--- config.mk ---
export PLATFORM = sky130hd
export DESIGN_NAME = sram_port_ctrl_flat
export DESIGN_NICKNAME = d
export VERILOG_FILES = /design/src/rtl/sram_port_ctrl_if.sv /design/src/rtl/sram_port_ctrl.sv /design/src/flat_wrapper.sv
export SDC_FILE = /design/constraint.sdc
export NUM_CORES = 1
export LEC_CHECK = 0
export BUFFER_PORTS_ARGS = -buffer_cell sky130_fd_sc_hd__buf_2
export CORE_AREA = 5 5 307 309
export CTS_BUF_LIST = sky130_fd_sc_hd__clkbuf_8
export DETAILED_ROUTE_END_ITERATION = 10
export DIE_AREA = 0 0 312 314
export PLACE_DENSITY = 0.34
export SYNTH_ARGS = -nofsm -noshare
export SYNTH_HDL_FRONTEND = slang
export SYNTH_SLANG_ARGS = --single-unit
--- constraint.sdc ---
create_clock -name CLK -period 8.87 [get_ports CLK]
set_clock_uncertainty 0.15 [all_clocks]
set_input_delay 2.2175 -clock CLK [delete_from_list [all_inputs] [get_ports CLK]]
set_output_delay 2.2175 -clock CLK [all_outputs]
set_load 0.03 [all_outputs]
--- src/rtl/sram_port_ctrl_if.sv ---
// Request/response channel between host logic and sram_port_ctrl.
// Both channels use one handshake rule: a transfer happens in the cycle where
// valid && ready are both high at the posedge; valid never waits on ready.
interface sram_port_ctrl_if #(
    parameter int BITS   = 128,
    parameter int ADDR_W = 6
);
    logic              req_valid;
    logic              req_ready;
    logic              req_write;
    logic [ADDR_W-1:0] req_addr;
    logic [BITS-1:0]   req_wdata;
    logic [BITS-1:0]   req_wmask;
    logic              rsp_valid;
    logic              rsp_ready;
    logic [BITS-1:0]   rsp_rdata;

    // Host side: issues requests, consumes read responses.
    modport master (
        output req_valid, req_write, req_addr, req_wdata, req_wmask, rsp_ready,
        input  req_ready, rsp_valid, rsp_rdata
    );

    // Controller side.
    modport slave (
        input  req_valid, req_write, req_addr, req_wdata, req_wmask, rsp_ready,
        output req_ready, rsp_valid, rsp_rdata
    );
endinterface

--- src/rtl/sram_port_ctrl.sv ---
// Host-side controller for a single-port SRAM macro with active-low strobes
// and 1-cycle read latency. Requests are turned into CEN/WEN/BWEN/A/D in the
// same cycle they are accepted; read data is captured into a 2-entry FIFO and
// reads are only accepted when a FIFO slot is guaranteed for them.
// Optional build macro: SRAM_INIT_EN -- after reset, zero every macro word
// (one per cycle) before accepting requests.
module sram_port_ctrl #(
    parameter int BITS   = 128,
    parameter int DEPTH  = 64,
    parameter int ADDR_W = 6
) (
    input  logic                CLK,
    input  logic                RST_N,
    sram_port_ctrl_if.slave     bus,
    output logic                CEN,
    output logic                WEN,
    output logic [BITS-1:0]     BWEN,
    output logic [ADDR_W-1:0]   A,
    output logic [BITS-1:0]     D,
    input  logic [BITS-1:0]     Q,
    output logic [0:0]          dbg_state
);

`ifdef SRAM_INIT_EN
    typedef enum logic [0:0] {ST_INIT = 1'b0, ST_RUN = 1'b1} state_t;
    localparam state_t ST_RESET = ST_INIT;
`else
    typedef enum logic [0:0] {ST_RUN = 1'b1} state_t;
    localparam state_t ST_RESET = ST_RUN;
`endif

    state_t            state_q;
    state_t            state_d;

    // Response FIFO: two data slots, 1-bit pointers, occupancy 0..2.
    logic [BITS-1:0]   fifo_mem [2];
    logic              wr_ptr_q;
    logic              rd_ptr_q;
    logic [1:0]        occ_q;
    logic              infl_q;     // a read strobe was issued last cycle

    logic              pop;
    logic [2:0]        credit_sum;
    logic              read_ok;
    logic              run;
    logic              ready;
    logic              fire;

`ifdef SRAM_INIT_EN
    logic [ADDR_W-1:0] init_cnt_q;
`endif

    assign pop        = bus.rsp_valid && bus.rsp_ready;
    // Slots that will be occupied after this cycle if no new read fires.
    // pop implies occ_q >= 1, so this never underflows.
    assign credit_sum = {1'b0, occ_q} + {2'b00, infl_q} - {2'b00, pop};
    assign read_ok    = (credit_sum < 3'd2);
    assign run        = (state_q == ST_RUN);
    // Gated by RST_N so nothing is accepted while reset is being applied.
    assign ready      = RST_N && run && (bus.req_write || read_ok);
    assign fire       = bus.req_valid && ready;

    assign bus.req_ready = ready;
    assign bus.rsp_valid = (occ_q != 2'd0);
    assign bus.rsp_rdata = fifo_mem[rd_ptr_q];
    assign dbg_state     = state_q;

    // State register; reset always restarts from the reset state.
    always_ff @(posedge CLK) begin
        if (!RST_N) begin
            state_q <= ST_RESET;
        end else begin
            state_q <= state_d;
        end
    end

    // Next-state: INIT leaves after the last address has been written.
    always_comb begin
        state_d = state_q;
`ifdef SRAM_INIT_EN
        if (state_q == ST_INIT && init_cnt_q == ADDR_W'(DEPTH - 1)) begin
            state_d = ST_RUN;
        end
`endif
    end

`ifdef SRAM_INIT_EN
    // Init sweep address, one word per cycle while in INIT.
    always_ff @(posedge CLK) begin
        if (!RST_N) begin
            init_cnt_q <= '0;
        end else if (state_q == ST_INIT) begin
            init_cnt_q <= init_cnt_q + 1'b1;
        end
    end
`endif

    // Macro strobes: idle values unless the init sweep or a request is issuing.
    always_comb begin
        CEN  = 1'b1;
        WEN  = 1'b1;
        BWEN = '1;
        A    = '0;
        D    = '0;
`ifdef SRAM_INIT_EN
        if (RST_N && state_q == ST_INIT) begin
            CEN  = 1'b0;
            WEN  = 1'b0;
            BWEN = '0;
            A    = init_cnt_q;
        end else
`endif
        if (fire) begin
            CEN = 1'b0;
            A   = bus.req_addr;
            if (bus.req_write) begin
                WEN  = 1'b0;
                BWEN = ~bus.req_wmask;
                D    = bus.req_wdata;
            end
        end
    end

    // FIFO control and in-flight tracking; reset drops everything pending.
    always_ff @(posedge CLK) begin
        if (!RST_N) begin
            infl_q   <= 1'b0;
            occ_q    <= 2'd0;
            wr_ptr_q <= 1'b0;
            rd_ptr_q <= 1'b0;
        end else begin
            infl_q <= fire && !bus.req_write;
            if (infl_q) begin
                wr_ptr_q <= ~wr_ptr_q;
            end
            if (pop) begin
                rd_ptr_q <= ~rd_ptr_q;
            end
            occ_q <= occ_q + {1'b0, infl_q} - {1'b0, pop};
        end
    end

    // Q is only meaningful the cycle after a read strobe, so capture only then.
    always_ff @(posedge CLK) begin
        if (RST_N && infl_q) begin
            fifo_mem[wr_ptr_q] <= Q;
        end
    end

    // The read credit rule must never let a capture land in a full FIFO.
    a_no_overflow: assert property (@(posedge CLK) disable iff (!RST_N)
        !(infl_q && occ_q == 2'd2 && !pop));

    // Any issued strobe must address a word that exists.
    a_addr_range: assert property (@(posedge CLK) disable iff (!RST_N)
        !CEN |-> (int'(A) < DEPTH));

endmodule

--- src/flat_wrapper.sv ---
// flat-port wrapper written by rule: the top's interface ports become plain ports
module sram_port_ctrl_flat 
#(
    parameter int BITS   = 128,
    parameter int DEPTH  = 64,
    parameter int ADDR_W = 6
)
  (CLK, RST_N, CEN, WEN, BWEN, A, D, Q, dbg_state, bus_req_valid, bus_req_write, bus_req_addr, bus_req_wdata, bus_req_wmask, bus_rsp_ready, bus_req_ready, bus_rsp_valid, bus_rsp_rdata);
  sram_port_ctrl_if #(.BITS(BITS), .ADDR_W(ADDR_W)) bus_i ();
  input  logic CLK;
  input  logic RST_N;
  output logic CEN;
  output logic WEN;
  output logic [BITS-1:0] BWEN;
  output logic [ADDR_W-1:0] A;
  output logic [BITS-1:0] D;
  input  logic [BITS-1:0] Q;
  output logic [0:0] dbg_state;
  input wire logic [$bits(bus_i.req_valid)-1:0] bus_req_valid;
  input wire logic [$bits(bus_i.req_write)-1:0] bus_req_write;
  input wire logic [$bits(bus_i.req_addr)-1:0] bus_req_addr;
  input wire logic [$bits(bus_i.req_wdata)-1:0] bus_req_wdata;
  input wire logic [$bits(bus_i.req_wmask)-1:0] bus_req_wmask;
  input wire logic [$bits(bus_i.rsp_ready)-1:0] bus_rsp_ready;
  output wire logic [$bits(bus_i.req_ready)-1:0] bus_req_ready;
  output wire logic [$bits(bus_i.rsp_valid)-1:0] bus_rsp_valid;
  output wire logic [$bits(bus_i.rsp_rdata)-1:0] bus_rsp_rdata;
  assign bus_i.req_valid = bus_req_valid;
  assign bus_i.req_write = bus_req_write;
  assign bus_i.req_addr = bus_req_addr;
  assign bus_i.req_wdata = bus_req_wdata;
  assign bus_i.req_wmask = bus_req_wmask;
  assign bus_i.rsp_ready = bus_rsp_ready;
  assign bus_req_ready = bus_i.req_ready;
  assign bus_rsp_valid = bus_i.rsp_valid;
  assign bus_rsp_rdata = bus_i.rsp_rdata;
  sram_port_ctrl #(.BITS(BITS), .DEPTH(DEPTH), .ADDR_W(ADDR_W)) u_core (.CLK(CLK), .RST_N(RST_N), .bus(bus_i), .CEN(CEN), .WEN(WEN), .BWEN(BWEN), .A(A), .D(D), .Q(Q), .dbg_state(dbg_state));
endmodule
# --- After elaboration in Yosys (flattened, before gate mapping) ---
# Memories as Yosys holds them, arrays and structs flattened. A register that Yosys moved wholly into a read port is not among the register bits.
# Cells that the tools add are included.
word_totals:
  register_bits: 5
  ram_bits: 256
  output_inout_bits: 395
  word_cells: 33
  n_memories: 1
mem_list:
  columns: ["memory", "words", "width", "rd", "rd_ports_with_merged_regs", "wr", "line_no", "rtl"]
  rows:
  - ["u_core.fifo_mem", 2, 128, 1, 1, 1, "sram_port_ctrl.sv:36", "logic [BITS-1:0] fifo_mem [2];"]
op_classes:
  add_sub_neg: 4
  order_cmp: 1
  n_mux: 12
  bitwise: 3
  reduce_logical: 8
op_table:
  columns: ["cell", "n"]
  rows:
  - ["$mux 128", 4]
  - ["$not 128->128", 1]
  - ["$mux 1", 7]
  - ["$mux 6", 1]
  - ["$logic_and 1x1->1", 5]
  - ["$add 2x1->3", 1]
  - ["$lt 3x2->1 const B", 1]
  - ["$sub 3x1->3", 1]
  - ["$add 2x1->2", 1]
  - ["$not 1->1", 2]
  - ["$reduce_bool 2->1", 1]
  - ["$sub 2x1->2", 1]
  - ["$logic_not 1->1", 1]
  - ["$logic_or 1x1->1", 1]

# --- Depth between registers and ports, before layout ---
depth:
  depth_word: 8
  ltp_mapped: 9
  ltp_nobuf: 8

# --- Least setup slack after synthesis ---
# No wires, ideal clock.
synth_timing:
  path_type: "input to register"
  from: "in RST_N"
  to: "mem u_core.fifo_mem[0][0], enable pin"
  arrival_time_ps: 7854
  required_ps: 8104
  path_slack_ps: 250
  stages: 3
  n_path_buf: 1
  cell_sequence: "clkbuf_1 > nand2_1 > nor2_1"
synth_between:
  elab_chain_len: 3
synth_rtl:
  columns: ["item", "line_no", "rtl"]
  rows:
  - ["start: declaration", "flat_wrapper.sv:11", "input logic RST_N;"]
  - ["$logic_and 1x1->1", "sram_port_ctrl.sv:145", "if (RST_N && infl_q) begin"]
  - ["$mux 1", "sram_port_ctrl.sv:145", null]
  - ["$mux 1 (implied by the code)", "sram_port_ctrl.sv:146", "fifo_mem[wr_ptr_q] <= Q;"]
  - ["end: declaration", "sram_port_ctrl.sv:36", null]
# No other way between the ends.

# --- Final worst setup path ---
layout_timing:
  from: "in bus_rsp_ready"
  to: "out A[1]"
layout_between:
  elab_chain_len: 7
layout_rtl:
  columns: ["item", "line_no", "rtl"]
  rows:
  - ["start: declaration", "flat_wrapper.sv:24", "input wire logic [$bits(bus_i.rsp_ready)-1:0] bus_rsp_ready;"]
  - ["$logic_and 1x1->1", "sram_port_ctrl.sv:53", "assign pop = bus.rsp_valid && bus.rsp_ready;"]
  - ["net u_core.pop", "sram_port_ctrl.sv:42", "logic pop;"]
  - ["$sub 3x1->3", "sram_port_ctrl.sv:56", "assign credit_sum = {1'b0, occ_q} + {2'b00, infl_q} - {2'b00, pop};"]
  - ["$lt 3x2->1", "sram_port_ctrl.sv:57", "assign read_ok = (credit_sum < 3'd2);"]
  - ["$logic_or 1x1->1", "sram_port_ctrl.sv:60", "assign ready = RST_N && run && (bus.req_write || read_ok);"]
  - ["$logic_and 1x1->1", "sram_port_ctrl.sv:60", null]
  - ["$logic_and 1x1->1", "sram_port_ctrl.sv:61", "assign fire = bus.req_valid && ready;"]
  - ["$mux 6", "sram_port_ctrl.sv:113", "if (fire) begin"]
  - ["end: declaration", "flat_wrapper.sv:15", "output logic [ADDR_W-1:0] A;"]
# The timed path passes the listed nets, and every way through them passes these cells.

==> results.toml <==
[status]
outcome = "completed"

[cts]
postCtsHoldBufs = 0
cts_buffer_depth = 3
cts_setup_buffers = 0
cts_tree = "built"
cts-root-buf = "clkbuf_8"
clock-sinks = 262
cts_resized = 0
clk_latency_ns = 0.60
htreeDepth = 2
path_clk_slew_ns = 0.05
numCtsBuffers = 51

[synthesis]
yosys_warnings = 0
ys_ff_latch = 262
synth_commonest_cells = "edfxtp_1 (256), nand2_1 (132), and2_1 (130), mux2_2 (128), buf_2 (23)"
synthArstFlopShare = 0
yosysMostFrequentCell = "edfxtp_1"
netlist_area_sq_um = 11200
synth_top_family_by_area = "multiplexers"
synth_flop_cell = "edfxtp_1"
synth_area_leaders = "edfxtp_1 (69%), mux2_2 (13%), and2_1 (7.3%)"
synth_compound_area_frac = 0.00448
synth_fa_ha_area_frac = 0.00403
syn_inst = 742
synthXorXnorAreaFrac = 0.00157
synth-edff-count = 256
yosys.area.top_type_share = 0.688
synth-simple-area-share = 0.128
avgSynthCellArea_sq_um = 15.1
muxShareOfSynthArea = 0.131
syn-num-nets = 1140
synth_cell_type_count = 25
yosys.area.top_type = "edfxtp_1"
ys_seq_area_frac = 0.699

[grt]
grt_max_degree = 129
antenna_found_initial = 40
grt_pass1_vias = 9692
grt_pass1_wl_mm = 89.7
grt-ovfl-total = 0
grtUsageTotal = 0.133

[cells_and_area]
fin_cells = 2785
final_nets = 1939
area_growth_pct = 55.0
multi_input_area_sq_um = 3020
utilization = 0.190
stdcell_area_sq_um = 17300
nFillCells = 10153
drive_gt1_frac = 0.629
seq_area_sq_um = 7810

[worst_setup_path]
required_ns = 6.50
critPathKind = "input pin to output port"
worstPathMaxFanout = 9
cp-end-kind = "output port"
arrival_ns = 4.63
cp-start-kind = "input pin"

[pwr]
leakagePower_nw = 7.07
vdd_drop_max_mv = 0.202
p_per_area_nw_per_um2 = 215

[detailed_routing]
initialDrtViolationCount = 683
routedWlPerCell_um = 24.7
postRouteAntennaNets = 0
via_count = 9394
routed_wl_mm = 68.9
vias_per_cell = 3.37
drcViolationCount = 0
drt_pass1_iterations = 5

[place]
gp_congestion = 1.00
dp_slack_ns = 1.93
dpl.hpwl_mm = 57.6
placed_cell_area_sq_um = 16400
dp_cells = 2674
port-buffer-count = 788

[floorplanning]
fp.dieH_um = 314
dieWidth_um = 312
fp-row-count = 111
initial_core_util = 0.123
num_io_pins = 790
die-area_sq_um = 98000
coreArea_sq_um = 91100

[sta]
final_max_slew_viol_count = 0
min_period_ns = 7.00
period_share = 0.789
fin_setup_tns_ns = 0
finalSetupViolations = 0
grt_setup_unrepaired = "no"
worst_slew_pin_slew_ns = 1.00
hold_viol_final = 0
max_freq_mhz = 143
setup_slack_ns = 1.87
max_slew_margin = 0.332

[flow_run]
max-cap-violations = 0

[min_path]
hold_class = "flop to flop"
## routing by layer
layer / up-vias / track usage / share of wire
met5: - / 0 / 0.0017
met4: 18 / 0.0304 / 0.021
met3: 92 / 0.0588 / 0.098
met2: 490 / 0.218 / 0.47
met1: 4512 / 0.161 / 0.41
li1: 4282 / - / -
## worst paths after layout
check	from	end	slack (ns)	depth (start not counted)
worst max-delay path	bus_rsp_ready	A[1]	1.87	10
worst min-delay path	u_core.rd_ptr_q$_SDFFE_PN0P_	flop	0.32	2
worst max register to register	u_core.occ_q[1]$_SDFF_PN0_	u_core.infl_q$_SDFF_PN0_	6.17	8
worst min register to register	u_core.rd_ptr_q$_SDFFE_PN0P_	flop	0.32	2
## per-stage QoR
step	hold slack (ns)	power (mW)
finish	0.322	3.72
global route	0.373	3.92
CTS	0.329	3.81
detailed placement	0.319	2.70
global placement	0.314	2.70
floorplan	0.302	2.25
## sequential cells by signal, summed over array words and instances (netlist names), named ones only
register / cells
u_core.fifo_mem: 256
u_core.occ_q: 2
u_core.infl_q: 1
u_core.rd_ptr_q: 1
u_core.wr_ptr_q: 1
## layout by cell type, fill, tap and decap left out, drive strengths merged, types with 2 or more instances in the layout
cell        n
o21ai       7
mux2      128
clkbuf     52
ha          2
and2      130
nand2     132
xor2        2
clkinvlp    2
inv        21
o21a        2
and3        2
clkinv     20
dfxtp       6
diode      20
mux2i       2
nand4      12
buf       795
edfxtp    256
## area by class of cell
| class | count | area share |
|---|---|---|
| antenna | 20 | 0.00289 |
| clock buffer | 52 | 0.0413 |
| tap | 1186 | 0.0857 |
| clock inverter | 39 | 0.0105 |
| multi-input combinational | 427 | 0.175 |
| timing repair buffer | 795 | 0.233 |
| inverter | 4 | 0.000867 |
| sequential | 262 | 0.451 |
## critical path, stage by stage
cell	delay [ns]
buf_2	0.10
o21a_1	0.14
ha_1	0.31
inv_1	0.06
ha_1	0.15
inv_1	0.06
fa_1	0.40
xor2_1	0.60
o21ai_0	0.33
buf_2	0.26
## power by group
| group | switching, mW | total, mW | leakage (nW) | internal, mW |
|---|---|---|---|---|
| logic | 0.765 | 1.15 | 4.19 | 0.385 |
| registers | 0.0572 | 1.49 | 2.36 | 1.44 |
| clock network | 0.523 | 1.07 | 0.518 | 0.547 |
## cells by family after synthesis
| kind of cell | Yosys count |
|---|---|
| other cells | 1 |
| fa+ha+maj | 3 |
| buf+inv | 53 |
| simple gates | 282 |
| flops | 262 |
| mux | 130 |
| xor+xnor | 2 |
| compound gates | 9 |
No activity file was read; power rests on OpenSTA's default activity.
